[src/rtl/pwm_capture_if.sv]
// Purpose : measurement bundle between a PWM source/consumer and pwm_capture.
// Latency : none, wires only.
// Backpressure: none; results are strobed and held, the consumer samples them on o_valid.
// Signals : i_pwm (async PWM in), o_period/o_high (last result), o_valid (1-cycle strobe),
//           o_timeout (no rising edge for 2^WIDTH-1 cycles), o_level (synchronised level).
interface pwm_capture_if #(
   parameter int WIDTH = 12
);
   logic             i_pwm;
   logic [WIDTH-1:0] o_period;
   logic [WIDTH-1:0] o_high;
   logic             o_valid;
   logic             o_timeout;
   logic             o_level;

   // master drives the waveform and reads results; slave is the capture block
   modport master (
      output i_pwm,
      input  o_period, o_high, o_valid, o_timeout, o_level
   );

   modport slave (
      input  i_pwm,
      output o_period, o_high, o_valid, o_timeout, o_level
   );
endinterface

[src/rtl/pwm_capture.sv]
// Purpose : measures period and high time (in i_clk cycles) of an asynchronous PWM input.
// Latency : result strobes SYNC_STAGES cycles after the edge that samples the rising PWM edge.
// Backpressure: none; each result overwrites the last and is held until the next o_valid.
// Ports   : i_clk, i_rst (async, active-high), io_cap (slave modport: i_pwm in;
//           o_period, o_high, o_valid, o_timeout, o_level out).
module pwm_capture #(
   parameter int WIDTH       = 12,
   parameter int SYNC_STAGES = 2    // legal values: 2 or 3
) (
   input  logic          i_clk,
   input  logic          i_rst,
   pwm_capture_if.slave  io_cap
);

   localparam logic [WIDTH-1:0] MAXCNT = '1;
   localparam logic [WIDTH-1:0] ONE    = WIDTH'(1);

   typedef enum logic [1:0] {
      ST_IDLE,
      ST_MEASURE,
      ST_STALLED
   } state_t;

   state_t                 r_state;
   state_t                 w_state_nxt;

   logic [SYNC_STAGES-1:0] r_sync;
   logic                   r_s_d;
   logic                   w_s;
   logic                   w_rise;

   logic [WIDTH-1:0]       r_pcnt;
   logic [WIDTH-1:0]       r_hcnt;
   logic [WIDTH-1:0]       r_period;
   logic [WIDTH-1:0]       r_high;
   logic                   r_valid;
   logic                   r_timeout;

   logic                   w_load;     // rising edge: restart both counters at 1
   logic                   w_count;    // mid-period cycle: advance counters
   logic                   w_publish;  // completed period: copy counters to outputs
   logic                   w_stall;    // counter hit saturation without an edge

   assign w_s    = r_sync[SYNC_STAGES-1];
   assign w_rise = w_s & ~r_s_d;

   // ---------------- state register ----------------
   always_ff @(posedge i_clk or posedge i_rst) begin
      if (i_rst) begin
         r_state <= ST_IDLE;
      end else begin
         r_state <= w_state_nxt;
      end
   end

   // ---------------- next state / control ----------------
   always_comb begin
      w_state_nxt = r_state;
      w_load      = 1'b0;
      w_count     = 1'b0;
      w_publish   = 1'b0;
      w_stall     = 1'b0;
      case (r_state)
         ST_IDLE: begin
            // first edge only opens a period, nothing to report yet
            if (w_rise) begin
               w_load      = 1'b1;
               w_state_nxt = ST_MEASURE;
            end
         end
         ST_MEASURE: begin
            // an edge on the saturation cycle still completes a valid MAXCNT period
            if (w_rise) begin
               w_load    = 1'b1;
               w_publish = 1'b1;
            end else if (r_pcnt == MAXCNT) begin
               w_stall     = 1'b1;
               w_state_nxt = ST_STALLED;
            end else begin
               w_count = 1'b1;
            end
         end
         ST_STALLED: begin
            // the stalled period is too long to report; just restart
            if (w_rise) begin
               w_load      = 1'b1;
               w_state_nxt = ST_MEASURE;
            end
         end
         default: begin
            w_state_nxt = ST_IDLE;
         end
      endcase
   end

   // ---------------- synchroniser, counters, outputs ----------------
   always_ff @(posedge i_clk or posedge i_rst) begin
      if (i_rst) begin
         r_sync    <= '0;
         r_s_d     <= 1'b0;
         r_pcnt    <= '0;
         r_hcnt    <= '0;
         r_period  <= '0;
         r_high    <= '0;
         r_valid   <= 1'b0;
         r_timeout <= 1'b0;
      end else begin
         r_sync  <= {r_sync[SYNC_STAGES-2:0], io_cap.i_pwm};
         r_s_d   <= w_s;
         r_valid <= w_publish;

         if (w_publish) begin
            r_period <= r_pcnt;
            r_high   <= r_hcnt;
         end

         // the rise cycle itself is high, hence both counters start at 1;
         // hcnt only advances alongside pcnt so it can never overtake it
         if (w_load) begin
            r_pcnt <= ONE;
            r_hcnt <= ONE;
         end else if (w_count) begin
            r_pcnt <= r_pcnt + ONE;
            if (w_s) begin
               r_hcnt <= r_hcnt + ONE;
            end
         end

         if (w_stall) begin
            r_timeout <= 1'b1;
         end else if (w_load) begin
            r_timeout <= 1'b0;
         end
      end
   end

   assign io_cap.o_period  = r_period;
   assign io_cap.o_high    = r_high;
   assign io_cap.o_valid   = r_valid;
   assign io_cap.o_timeout = r_timeout;
   assign io_cap.o_level   = w_s;

endmodule

[src/flat_wrapper.sv]
// flat-port wrapper written by rule: the top's interface ports become plain ports
module pwm_capture_flat 
#(
   parameter int WIDTH       = 12,
   parameter int SYNC_STAGES = 2                           
)
  (i_clk, i_rst, io_cap_i_pwm, io_cap_o_period, io_cap_o_high, io_cap_o_valid, io_cap_o_timeout, io_cap_o_level);
  pwm_capture_if #(.WIDTH(WIDTH)) io_cap_i ();
  input  logic i_clk;
  input  logic i_rst;
  input wire logic [$bits(io_cap_i.i_pwm)-1:0] io_cap_i_pwm;
  output wire logic [$bits(io_cap_i.o_period)-1:0] io_cap_o_period;
  output wire logic [$bits(io_cap_i.o_high)-1:0] io_cap_o_high;
  output wire logic [$bits(io_cap_i.o_valid)-1:0] io_cap_o_valid;
  output wire logic [$bits(io_cap_i.o_timeout)-1:0] io_cap_o_timeout;
  output wire logic [$bits(io_cap_i.o_level)-1:0] io_cap_o_level;
  assign io_cap_i.i_pwm = io_cap_i_pwm;
  assign io_cap_o_period = io_cap_i.o_period;
  assign io_cap_o_high = io_cap_i.o_high;
  assign io_cap_o_valid = io_cap_i.o_valid;
  assign io_cap_o_timeout = io_cap_i.o_timeout;
  assign io_cap_o_level = io_cap_i.o_level;
  pwm_capture #(.WIDTH(WIDTH), .SYNC_STAGES(SYNC_STAGES)) u_core (.i_clk(i_clk), .i_rst(i_rst), .io_cap(io_cap_i));
endmodule
[config.mk]
export PLATFORM = sky130hd
export DESIGN_NAME = pwm_capture_flat
export DESIGN_NICKNAME = d
export VERILOG_FILES = /design/src/rtl/pwm_capture_if.sv /design/src/rtl/pwm_capture.sv /design/src/flat_wrapper.sv
export SDC_FILE = /design/constraint.sdc
export NUM_CORES = 1
export LEC_CHECK = 0
export CORE_AREA = 2 2 79 66
export CTS_CLUSTER_DIAMETER = 30
export DETAILED_ROUTE_END_ITERATION = 7
export DIE_AREA = 0 0 81 68
export PLACE_DENSITY = 0.77
export REMOVE_ABC_BUFFERS = 1
export SYNTH_ARGS = -nofsm -noshare
export SYNTH_HDL_FRONTEND = slang
export SYNTH_SLANG_ARGS = --single-unit
[constraint.sdc]
create_clock -name i_clk -period 2.3 [get_ports i_clk]
set_input_delay 0.23 -clock i_clk [delete_from_list [all_inputs] [get_ports i_clk]]
set_output_delay 0.23 -clock i_clk [all_outputs]
set_load 0.005 [all_outputs]
### After elaboration in Yosys (flattened, before gate mapping)

Cells that the tools add are included.

* register bits after elaboration: 55
* bits in latches: 0
* RAM bits: 0
* bits in read-only memories: 0
* logic and storage cells: 47
* memories: 0

* add/sub/neg operators: 2
* $mul: 0
* div/mod/pow operators: 0
* $lt $le $gt $ge: 0
* equal/unequal tests: 6
* shift operators: 0
* mux-type cells: 20
* bitwise operators: 2
* reductions and logical operators: 8

Operators with widths (count)
* 12-bit 2-to-1 mux: 5
* 12-bit by 1-bit adder with 12-bit output (second input constant): 2
* 12-bit == test (second input constant): 1
* 1-bit 2-to-1 mux: 11
* 2-bit 2-to-1 mux: 3
* 2-bit nonzero test: 3
* 2-bit by 1-bit != test with 1-bit output (second input constant): 2
* 2-bit case mux with 2 select lines: 1
* 3-bit AND reduction: 1
* 3-bit OR reduction: 1
* 2-bit by 1-bit == test with 1-bit output (second input constant): 1
* 2-bit == test (second input constant): 1
* 2-bit zero test: 1
* 2-bit != test (second input constant): 1
* 2-bit AND reduction: 1
* 2-bit OR reduction: 1
* 1-bit bitwise AND: 1
* 1-bit NOT: 1

### Logic depth before layout (Yosys ltp)

* depth after elaboration: 6
* gate-level depth with buffers: 8

### Worst setup path before layout

No wires, ideal clock.

* path kind: register to register
* start point: register u_core.r_pcnt[0]
* end point: register u_core.r_hcnt[3]
* setup time: 0.124 ns
* arrival: 1.659 ns
* data required time: 2.176 ns
* path slack: 0.517 ns
* stages on the path, launching flop included: 8
* buffers on the path: 1
* cells stage by stage: dfrtp_1 > ha_1 > nand4_1 > or3_1 > buf_6 > o211ai_4 > or4_1 > nand2_1

* longest elaborated chain between the ends: 6

RTL lines
* from (decl): RTL line pwm_capture.sv:32 `logic [WIDTH-1:0] r_pcnt;`
* from (signal assigned): RTL line pwm_capture.sv:123 `r_pcnt <= r_pcnt + ONE;`
* 12-bit == test: RTL line pwm_capture.sv:76 `end else if (r_pcnt == MAXCNT) begin`
* 1-bit 2-to-1 mux: RTL line pwm_capture.sv:76
* 1-bit 2-to-1 mux: RTL line pwm_capture.sv:73 `if (w_rise) begin`
* 1-bit 2-to-1 mux: RTL line pwm_capture.sv:63 `case (r_state)`
* 2-bit nonzero test (no line)
* 2-bit AND reduction (no line)
* to (signal assigned): RTL line pwm_capture.sv:125 `r_hcnt <= r_hcnt + ONE;`
* to (decl): RTL line pwm_capture.sv:33 `logic [WIDTH-1:0] r_hcnt;`

Every way passes these cells.
A chain may end at the register's enable or synchronous reset.

### Worst setup path after layout

* start point: register u_core.r_pcnt[0]
* end point: register u_core.r_hcnt[2]

Same word-level chain as after synthesis.

==> key figures <==
Synthesis
  • Post-synthesis sequential element count: 55
  • Synthesized instance count: 209
  • Sequential fraction of the synthesis area: 55.17%
  • Syn_area_per_cell: 11.94 µm²
  • Post-synth EDFFs: 0
  • FFs w/ async S/R, synth: 100.0%
  • Yosys warns: 0
  • Number of distinct library cells after synthesis: 45
  • Synth area leader: dfrtp_1
  • Synth Flop Type: dfrtp_1
  • Syn Std Cell Area: 0.002495 mm²
  • Yosys top cell area share: 55.17%
  • Top cells by area, synth: dfrtp_1 (55%), mux2_2 (11%), xnor2_1 (3.2%)

STA
  • Worst-Margin Slew: 0.4842 ns
  • Final hold viol count: 0
  • Final setup vio count: 0
  • Clk_skew: 0.005212 ns
  • Max Slew Vio Count: 0
  • Final Cycle Share: 90.26%
  • Crit path setup slack, layout: 0.2241 ns
  • Final setup TNS: 0 ns
  • Final worst path period need: 2.076 ns
  • Slew Limit Headroom: 67.67%
  • RSZ-0062 raised after global routing: false
  • FMAX: 0.4817 GHz

Floorplanning
  • Die Ht: 68 µm
  • I/O pin count: 30
  • Core area: 0.004777 mm²
  • Die Wd: 81 µm
  • FP Rows: 23
  • Initial Util: 52.23%
  • Die area: 0.005508 mm²

Global routing
  • Initial antenna violation count: 0
  • Largest net degree at the start of global routing: 35
  • Vias in the first global route: 1543
  • Gr usage total: 18.01%
  • Global-route wire length before repair: 7.555 mm
  • Grt ovf: 0

Route
  • Vias per cell: 5.560
  • Post-Route WL: 4.428 mm
  • Final ANT Viol Nets: 0
  • WL/cell: 14.42 µm
  • Via count: 1707
  • First-pass detailed-route iteration total: 4
  • Residual DRC: 0
  • DRT iter0 DRCs: 63

Run
  • Max_cap viols: 0

CTS
  • # resized after CTS: 0
  • Longest Clk Path Bufs: 2
  • CTS Root Cell: clkbuf_8
  • Post-CTS Setup Inserts: 0
  • CTS tree: built
  • CTS Buf Count: 5
  • Hold Buf Count CTS: 0
  • Clock sinks: 55
  • Clk Latency, worst-skew pair: 0.29 ns
  • Clock transition at the registers of the reported paths: 0.09 ns
  • H-tree Lvls: 2

Finish
  • Final instance area: 0.002968 mm²
  • Fillers: 391
  • N_diodes: 0
  • Final Util: 62.13%
  • Nets: 249
  • Most common cell after layout, fill and taps aside: dfrtp_1
  • Ratio of cells with drive above 1 in the final layout: 20.82%
  • Area grow syn2layout: 18.96%
  • Most frequent cells in the layout: dfrtp_1 (55), clkdlybuf4s50_1 (29), mux2_2 (24)

Setup path
  • Crit Path Category: reg2reg
  • WP data required: 2.48 ns
  • CP top delay family: simple AND/OR/NAND/NOR gates
  • CP peak stage delay: 0.50 ns
  • CP max FO: 10
  • Critical path's slowest cell: or3_1
  • CP arrival: 2.26 ns
  • Worst path bufs/invs: 0
  • Crit start category: flop
  • Setup crit end kind: flop
  • Cell chain of the critical path: ha_1, nand4_1, or3_1, o211ai_4, or4b_1, nand2_1

Pwr
  • Maximum vdd drop: 0.0004169 V
  • P_leak: 0.001295 µW
  • PwrDens: 720.9 mW/mm²

Worst hold path
  • Hold Crit Class: in2async

Placement
  • Dpl cell area: 0.002887 mm²
  • Port-buffer cells: 29
  • Pre-CTS WS: 0.2524 ns
  • GPL Wtd Cong: 0.9015
  • Hpwl dp: 3.137 mm

Status
  • Status: finished clean
==> power breakdown <==
group          internal (µW)  switching [µW]
Sequential              1090             116
Combinational            255             183
Clock                    214             279
==> cells by family after synthesis <==
kind of cell             synth area share [%]
AO/OA/AOI/OAI                           10.68
XOR/XNOR                                4.564
adder cells (fa/ha/maj)                 1.003
buffers and inverters                   2.608
flip-flops                              55.17
multiplexers                            10.83
AND/OR/NAND/NOR                         15.15
==> sequential cells by signal, indices dropped and copies added (netlist names) <==
register / count
u_core.r_pcnt: 12
u_core.r_state: 2
u_core.io_cap.o_period: 12
u_core.io_cap.o_valid: 1
u_core.r_hcnt: 12
u_core.r_sync: 2
u_core.io_cap.o_timeout: 1
u_core.io_cap.o_high: 12
u_core.r_s_d: 1
==> final timing paths <==
| kind | start | endpoint | slack (ns) | depth (start not counted) |
|---|---|---|---|---|
| max in group asynchronous | i_rst | u_core.r_state[1] | 1.48 | 3 |
| setup / recovery | u_core.r_pcnt[0] | u_core.r_hcnt[2] | 0.22 | 6 |
| min in group i_clk | u_core.r_sync[0] | u_core.r_sync[1] | 0.36 | 0 |
| hold / removal | i_rst | u_core.io_cap.o_high[11] | 0.27 | 2 |
| setup reg to reg | u_core.r_pcnt[0] | u_core.r_hcnt[2] | 0.22 | 6 |
| hold reg to reg | u_core.r_sync[0] | u_core.r_sync[1] | 0.36 | 0 |
==> final cells by class <==
cell class	count	area [µm²]	share of cell area, %
sequential	55	1376	46.37
timing repair buffer	35	360.3	12.14
tap	62	77.57	2.614
clock inverter	1	5.005	0.1686
multi-input combinational	142	1054	35.50
clock buffer	7	76.32	2.572
inverter	5	18.77	0.6324
==> routing by layer <==
metal / track usage, % / part of all wire (%) / vias to the layer above / routed length (µm)
met3: 3.958 / 4.5 / 4 / 199
met4: 5.085 / 0.41 / 0 / 18
met5: 0 / 0 / - / 0
li1: - / - / 820 / -
met2: 26.14 / 44 / 40 / 1945
met1: 27.25 / 51 / 843 / 2265
==> through the flow <==
stage          total power, µW  std cells  hold WS, ns
3_3_place_gp              1656        299       0.3330
4_1_cts                   2165        307       0.2893
3_5_place_dp              1669        299       0.3373
5_1_grt                   2280        307       0.3163
6_report                  2140        307       0.2723
2_1_floorplan             1445        202       0.2614
==> synthesized netlist by cell type, types with 2 or more instances <==
cell type  instances
dfrtp_1           55
nand3_1            8
buf_2              4
nor2_1            20
a211oi_1           5
o211ai_1           5
inv_1              5
xor2_1             4
o21ai_0            6
and4_2             2
a21oi_1            8
ha_1               2
and4_1             2
nand4_1            4
or3_1              2
or4_1              2
nor3_1             3
xnor2_1            9
buf_6              2
nand2b_1           2
mux2_2            24
nand2_1           12
Note: power is estimated with default switching activity, not from simulation.
